File: src/rtl/tessia_alu_pkg.sv
// Shared opcode, flag-index and width definitions for the Tessia ALU responder.
package tessia_alu_pkg;

  localparam int unsigned CTRL_W  = 4;
  localparam int unsigned FLAGS_W = 4;

  typedef enum logic [CTRL_W-1:0] {
    OP_ADD = 4'd0,
    OP_SUB = 4'd1,
    OP_AND = 4'd2,
    OP_OR  = 4'd3,
    OP_XOR = 4'd4,
    OP_SLL = 4'd5,
    OP_SRA = 4'd6,
    OP_MUL = 4'd7
  } alu_op_e;

  localparam int unsigned FLAG_NEG   = 3;
  localparam int unsigned FLAG_ZERO  = 2;
  localparam int unsigned FLAG_CARRY = 1;
  localparam int unsigned FLAG_OVF   = 0;

  localparam logic [FLAGS_W-1:0] ILLEGAL_FLAGS = 4'b0100;

endpackage

File: src/rtl/alu_compute.sv
// Combinational ALU datapath between the operand stage and the response stage.
module alu_compute
  import tessia_alu_pkg::*;
#(
  parameter int unsigned N = 8
) (
  input  logic [N-1:0]       a,
  input  logic [N-1:0]       b,
  input  logic [CTRL_W-1:0]  ctrl,
  output logic [N-1:0]       result,
  output logic [FLAGS_W-1:0] flags,
  output logic               illegal
);

  localparam int unsigned SH_W = $clog2(N);

  logic [N:0]      sum;
  logic [N:0]      diff;
  logic [2*N-1:0]  prod;
  logic [SH_W-1:0] sh;
  logic            carry;
  logic            ovf;

  assign sum  = {1'b0, a} + {1'b0, b};
  assign diff = {1'b0, a} - {1'b0, b};
  // Sign-extended operands make the low 2N bits equal the signed product.
  assign prod = {{N{a[N-1]}}, a} * {{N{b[N-1]}}, b};
  assign sh   = b[SH_W-1:0];

  always_comb begin
    result  = '0;
    carry   = 1'b0;
    ovf     = 1'b0;
    illegal = 1'b0;
    flags   = '0;
    case (ctrl)
      OP_ADD: begin
        result = sum[N-1:0];
        carry  = sum[N];
        ovf    = (a[N-1] == b[N-1]) && (sum[N-1] != a[N-1]);
      end
      OP_SUB: begin
        result = diff[N-1:0];
        carry  = !diff[N];
        ovf    = (a[N-1] != b[N-1]) && (diff[N-1] != a[N-1]);
      end
      OP_AND: result = a & b;
      OP_OR:  result = a | b;
      OP_XOR: result = a ^ b;
      OP_SLL: result = a << sh;
      OP_SRA: result = N'($signed(a) >>> sh);
      OP_MUL: begin
        result = prod[N-1:0];
        ovf    = (prod[2*N-1:N-1] != {(N+1){prod[N-1]}});
      end
      default: illegal = 1'b1;
    endcase
    if (illegal) begin
      flags = ILLEGAL_FLAGS;
    end else begin
      flags[FLAG_NEG]   = result[N-1];
      flags[FLAG_ZERO]  = (result == '0);
      flags[FLAG_CARRY] = carry;
      flags[FLAG_OVF]   = ovf;
    end
  end

endmodule

File: src/rtl/alu_issue_responder.sv
// Two-stage valid/ready ALU responder: operand stage, compute, registered response stage.
module alu_issue_responder
  import tessia_alu_pkg::*;
#(
  parameter int unsigned N     = 8,
  parameter int unsigned CNT_W = 16
) (
  input  logic               clk,
  input  logic               rst_n,
  input  logic               req_valid,
  output logic               req_ready,
  input  logic [N-1:0]       req_a,
  input  logic [N-1:0]       req_b,
  input  logic [CTRL_W-1:0]  req_ctrl,
  output logic               rsp_valid,
  input  logic               rsp_ready,
  output logic [N-1:0]       rsp_result,
  output logic [FLAGS_W-1:0] rsp_flags,
  output logic               rsp_illegal,
  output logic [CNT_W-1:0]   op_count
);

  logic              s1_valid;
  logic [N-1:0]      s1_a;
  logic [N-1:0]      s1_b;
  logic [CTRL_W-1:0] s1_ctrl;

  logic [N-1:0]       alu_result;
  logic [FLAGS_W-1:0] alu_flags;
  logic               alu_illegal;

  logic s2_load_c;
  logic s1_adv_c;
  logic accept_c;

  // Stage 2 frees up when empty or draining; stage 1 frees up when it can move on.
  assign s2_load_c = !rsp_valid || rsp_ready;
  assign s1_adv_c  = s1_valid && s2_load_c;
  assign req_ready = rst_n && (!s1_valid || s1_adv_c);
  assign accept_c  = req_valid && req_ready;

  alu_compute #(.N(N)) u_compute (
    .a       (s1_a),
    .b       (s1_b),
    .ctrl    (s1_ctrl),
    .result  (alu_result),
    .flags   (alu_flags),
    .illegal (alu_illegal)
  );

  // Operand stage
  always_ff @(posedge clk) begin
    if (!rst_n) begin
      s1_valid <= 1'b0;
      s1_a     <= '0;
      s1_b     <= '0;
      s1_ctrl  <= '0;
    end else if (accept_c) begin
      s1_valid <= 1'b1;
      s1_a     <= req_a;
      s1_b     <= req_b;
      s1_ctrl  <= req_ctrl;
    end else if (s1_adv_c) begin
      s1_valid <= 1'b0;
    end
  end

  // Response stage; held while the consumer stalls
  always_ff @(posedge clk) begin
    if (!rst_n) begin
      rsp_valid   <= 1'b0;
      rsp_result  <= '0;
      rsp_flags   <= '0;
      rsp_illegal <= 1'b0;
    end else if (s2_load_c) begin
      rsp_valid <= s1_valid;
      if (s1_valid) begin
        rsp_result  <= alu_result;
        rsp_flags   <= alu_flags;
        rsp_illegal <= alu_illegal;
      end
    end
  end

  always_ff @(posedge clk) begin
    if (!rst_n) begin
      op_count <= '0;
    end else if (accept_c) begin
      op_count <= op_count + CNT_W'(1);
    end
  end

endmodule

File: config.mk
export PLATFORM = sky130hd
export DESIGN_NAME = alu_issue_responder
export DESIGN_NICKNAME = d
export VERILOG_FILES = /design/src/rtl/tessia_alu_pkg.sv /design/src/rtl/alu_compute.sv /design/src/rtl/alu_issue_responder.sv
export SDC_FILE = /design/constraint.sdc
export NUM_CORES = 1
export LEC_CHECK = 0
export CAP_MARGIN = 20
export CORE_ASPECT_RATIO = 1.1
export CORE_MARGIN = 2
export CORE_UTILIZATION = 41
export CTS_CLUSTER_DIAMETER = 120
export DETAILED_ROUTE_END_ITERATION = 6
export DONT_BUFFER_PORTS = 1
export SETUP_SLACK_MARGIN = 0.2
export SLEW_MARGIN = 25
export SYNTH_ARGS = -nofsm -noshare
export SYNTH_HDL_FRONTEND = slang
export SYNTH_SLANG_ARGS = --single-unit
File: constraint.sdc
create_clock -name clk -period 4.9 [get_ports clk]
set_input_delay 0.98 -clock clk [delete_from_list [all_inputs] [get_ports clk]]
set_output_delay 0.98 -clock clk [all_outputs]
set_load 0.1 [all_outputs]
==> flow_summary.ini <==
[place]
routabilityCongestion = 0.9405
dp_hpwl_mm = 13.90
portBuffers = 0
dp_cells = 953

[worst_setup_path]
r2r-start = s1_a[6]
path_delay_family = adder cells
required_ps = 5090
path_class = register to register
start_kind = register
r2r_setup_slack_ps = 140
crit_slowest_cell = fa_2
worstPathMaxFanout = 3
crit_chain = buf_4 -> nand2_2 -> fa_1 -> inv_1 -> fa_1 -> inv_1 -> fa_2 -> fa_1 -> inv_2 -> ha_4 -> and3_1 -> a211o_1 -> or4_4 -> a41o_1 -> a21oi_2 -> xnor2_1 -> mux2i_1 -> o311a_1
crit_buf_inv = 4
cp-end-kind = register
arrival_ps = 4940
cp-startpoint = s1_a[6]
worst_path_most_repeated_cell = fa_1
max_stage_delay_ps = 530

[logic_synthesis]
ys.flop_type = dfxtp_1
yosysSeqAreaShare = 0.1710
synth_edf_count = 0
postSynth.asyncResetShare = 0
mappedNetlistNets = 869
ys_types = 57
netlist_instances = 732
synthTopCellsByArea = fa_1, dfxtp_1, ha_1
synth.cell_area_sq_um = 5972
synth.largest_area_cell = fa_1
syn_avg_cell_area_sq_um = 8.158
synth.top_cell.area_share = 0.1911
ys_warn_count = 0
synth-seq-cells = 51

[clock_network]
cts_buffers = 5
cts_tree = done
cts_root_buffer = clkbuf_16
clkLatencyLatePin_ps = 300
htreeDepth = 2
clk_pin_slew_ps = 80
clockBufferDepth = 2
cts.sinks = 51

[routing]
wl_met1_mm = 7.810
num_vias = 5383
drc = 0
wl_per_cell_um = 18.13
vias_per_cell = 5.549
met3_length_um = 942
wl_mm = 17.58
drtPass1Iterations = 6
ant_nets = 0
wl_met2_mm = 8.375
drtIter0Drc = 408
top_layer = met4

[finish]
mostFrequentLayoutCell = inv_1
syn2layout_area_growth_pct = 17.18
final_nets = 914
drive_gt1_frac = 0.1902
final_util = 0.4883
final_cell_mix = inv_1, nand2_1, buf_4, nor2_1, fa_1
finalNonFillerCells = 970
n_antenna_cell = 0
fill_cells = 1384

[die]
dieArea_sq_um = 15550
fp.dieW_um = 119.1
coreArea_sq_um = 14330
num_rows = 46
pin_count = 55
start_util = 0.4167
die_h_um = 130.6

[global_route]
grtUsageTotal = 0.2221
grt-ovfl-total = 0
grt_pass1_wl_mm = 27.04
first_global_vias = 5226
antenna_found_initial = 0
grt_max_degree = 44

[sta]
period_share = 0.9705
slew_headroom = 0.2532
min_period_ps = 4756
final_hold_viol_count = 0
rsz0062_at_grt = yes
finalMaxSlewViolations = 0
timing.setup.tns_ps = 0
fin_skew_ps = 8.232
max_freq_ghz = 0.2103
setup_viol = 0
worst_pin_slew_ps = 1119
whs_ps = 553.1

[flow_run]
maxCapViolations = 0

[power]
ir_drop_mv = 0.1376
power.static_leakage_nw = 2.885
pwr_density_cell_nw_per_um2 = 228.4

[min_path]
hold_path.startpoint = s1_valid
hold_class = register to register

[outcome]
status = finished, final reports clean
[final timing paths]
path | end | cells past startpoint
worst min register to register | rsp_valid | 2
worst min-delay path | rsp_valid | 2
worst max register to register | rsp_flags[0] | 18
worst max-delay path | rsp_flags[0] | 18
[worst register-to-register path, stage by stage, from the launching register on]
cell     delay (ps)
dfxtp_2         330
buf_4           130
nand2_2          80
fa_1            490
inv_1            60
fa_1            510
inv_1            50
fa_2            530
fa_1            420
inv_2            80
ha_4            190
and3_1          170
a211o_1         280
or4_4           430
a41o_1          210
a21oi_2         140
xnor2_1         160
mux2i_1         110
o311a_1         290
[kinds of logic (layout without fill, tap and decap cells)]
family,Yosys count,count (layout),synth area share
buffers and inverters,137,183,0.08716
flip-flops,51,51,0.1710
AO/OA/AOI/OAI,135,135,0.1513
multiplexers,18,18,0.04295
XOR/XNOR,37,37,0.05426
AND/OR/NAND/NOR,241,241,0.1850
adder cells (fa/ha/maj),113,113,0.3084
[state kept, by name, summed over array words and instances, names as in the netlist]
signal       cells
s1_valid         1
s1_b             8
rsp_valid        1
rsp_flags        4
s1_ctrl          4
op_count        16
rsp_result       8
s1_a             8
rsp_illegal      1
[synth_stat cells (7+ instances only)]
master	n
o22ai_1	7
nand3_1	21
nor3_1	14
xnor2_1	20
ha_1	56
nor2b_1	8
inv_1	95
nor2_1	72
clkinv_1	7
o31ai_1	17
a221oi_1	8
nand2_1	83
mux2i_1	11
o21ai_0	23
clkbuf_1	24
xor2_1	17
a21oi_1	27
a211oi_1	12
fa_1	57
dfxtp_1	51
[power breakdown]
part	internal, W	leakage, nW	switching, W	total [W]
clock network	0.000192	0.0717	0.000168	0.000360
logic	0.000305	2.39	0.000400	0.000705
registers	0.000436	0.425	0.0000965	0.000533
total	0.000934	2.88	0.000664	0.00160
[metal layers]
metal / track usage / vias up
met5: 0 / -
met4: 0.06232 / 0
met3: 0.03906 / 26
met2: 0.3776 / 165
met1: 0.2930 / 2633
li1: - / 2559
[through the flow]
stage	total power (W)	cell area (sq um)	setup slack, ps
2_1_floorplan	0.0009947	6106	85.59
3_3_place_gp	0.001192	6636	-76.78
3_5_place_dp	0.001202	6639	-117.8
4_1_cts	0.001569	6887	130.8
5_1_grt	0.001695	6998	-8.194
6_report	0.001598	6998	144.3
[layout make-up]
type | count | area, sq um | area share
Inverter | 102 | 406.6 | 0.05811
Tap cell | 192 | 240.2 | 0.03433
Clock inverter | 3 | 23.77 | 0.003397
Sequential cell | 51 | 1057 | 0.1511
Clock buffer | 5 | 125.1 | 0.01788
Timing Repair Buffer | 73 | 551.8 | 0.07885
Multi-Input combinational cell | 544 | 4593 | 0.6564
[what timing repair did]
item,4_1_cts,5_1_grt
hold buffers,0,0
endpoints found under the setup margin,1,4
buffers inserted,8,1
pin swaps,13,18
endpoints found under the hold margin,0,0
resized for setup,25,23
Power figures use the tool's default switching activity.
==> variant (same settings) <==
Make the reset (`rst_n`) asynchronous in 3 clocked blocks.
--- a/src/rtl/alu_issue_responder.sv
+++ b/src/rtl/alu_issue_responder.sv
@@ -49,7 +49,7 @@
   );
 
   // Operand stage
-  always_ff @(posedge clk) begin
+  always_ff @(posedge clk or negedge rst_n) begin
     if (!rst_n) begin
       s1_valid <= 1'b0;
       s1_a     <= '0;
@@ -66,7 +66,7 @@
   end
 
   // Response stage; held while the consumer stalls
-  always_ff @(posedge clk) begin
+  always_ff @(posedge clk or negedge rst_n) begin
     if (!rst_n) begin
       rsp_valid   <= 1'b0;
       rsp_result  <= '0;
@@ -82,7 +82,7 @@
     end
   end
 
-  always_ff @(posedge clk) begin
+  always_ff @(posedge clk or negedge rst_n) begin
     if (!rst_n) begin
       op_count <= '0;
     end else if (accept_c) begin
Behaviour: not the same (a bounded check fails within 4 cycles, from zero or initial values and one cycle with rst_n low; the reset may be asserted at any time).
==> variant against the original RTL <==
Routed wire length up 0.52%; die area up 3.5%; synthesized area up 3.6%; setup slack better by 0.071 ns; sequential cell count unchanged; synthesized cell count down 4.1%; final area up 6.4%; critical path depth unchanged; non-clock buffer count up 9; critical endpoint is now rsp_flags[0].
Power is left out: it rests on default switching activity, and per cell area and clock period it moved more than threefold.
==> variant: results (changes against the original RTL) <==
status=finished, final reports clean (unchanged); dpl cell area=6600 um2 (was 6640 um2); Commonest cells post-synth=inv_1, nand2_1, nor2_1 (unchanged); max incr delay on CP=0.56 ns (was 0.53 ns); fin crit share=95.6% (was 97.1%); pre-CTS setup slack=-0.171 ns (was -0.118 ns); largest net degree at the start of global routing=54 (was 44); Vias=5268 (was 5383); Final nets=898 (was 914); worst hold slack=0.367 ns (was 0.553 ns); syn nets=839 (was 869); placer congestion estimate=0.955 (was 0.941); Clock buf/inv share=2.05% (was 2.13%); Repair and plain buffers=82 (was 73); worst r2r src=s1_b[2] (was s1_a[6]); cell count after placement=911 (was 953); Post-CTS Repair Setup Buffers=5 (was 8); inverter count=99 (was 102); reg2reg setup slack=0.21 ns (was 0.14 ns); total track usage=21.8% (was 22.2%); buffering overhead=8.70% (was 7.88%); cts repair resizes=24 (was 25); crit-path max FO=4 (was 3); detail-routed net length per standard cell=18.4 um (was 18.1 um); Synth area leaders=dfrtp_1, fa_1, ha_1, inv_1, nand2_1 (was fa_1, dfxtp_1, ha_1, inv_1, nand2_1); Design Area, Final=7450 um2 (was 7000 um2); Async SR Flop Fraction=100% (was 0%); Fillers=1454 (was 1384); initial DRC count=380 (was 408); max_slew headroom=30.2% (was 25.3%); worst hold path type=input pin to async pin (was flop to flop); first-pass GRT wire length=27.4 mm (was 27.0 mm); comb_multi_in=522 (was 544); Multi-input gate area=4740 um2 (was 4590 um2); unique cell type count in the Yosys netlist=72 (was 57)
-- variant: cell count changes after synthesis, sizes merged, moves of 9 or more --
| cell | before | now |
|---|---|---|
| dfrtp | 0 | 51 |
| dfxtp | 51 | 0 |
| o21ai | 23 | 41 |
| o31ai | 17 | 1 |
| clkbuf | 24 | 12 |
| nor2 | 72 | 62 |
| nand3 | 21 | 12 |
-- variant: metal layers --
metal	up-vias	track usage [%]	part of all wire (%)
met5	-	0	0
met4	0	7.41	2.6
met3	29	3.15	5.5
met2	171	33.8	49
met1	2613	31.2	43
li1	2455	-	-
-- variant: cell families (layout without fill, tap and decap cells) --
| logic type | after synthesis | count (layout) | share of synthesized area, % |
|---|---|---|---|
| mux | 23 | 23 | 4.95 |
| simple gates | 215 | 215 | 15.6 |
| xor+xnor | 40 | 40 | 5.66 |
| compound gates | 131 | 131 | 14.3 |
| fa+ha+maj | 113 | 113 | 29.8 |
| buf+inv | 129 | 189 | 9.10 |
| flops | 51 | 51 | 20.6 |
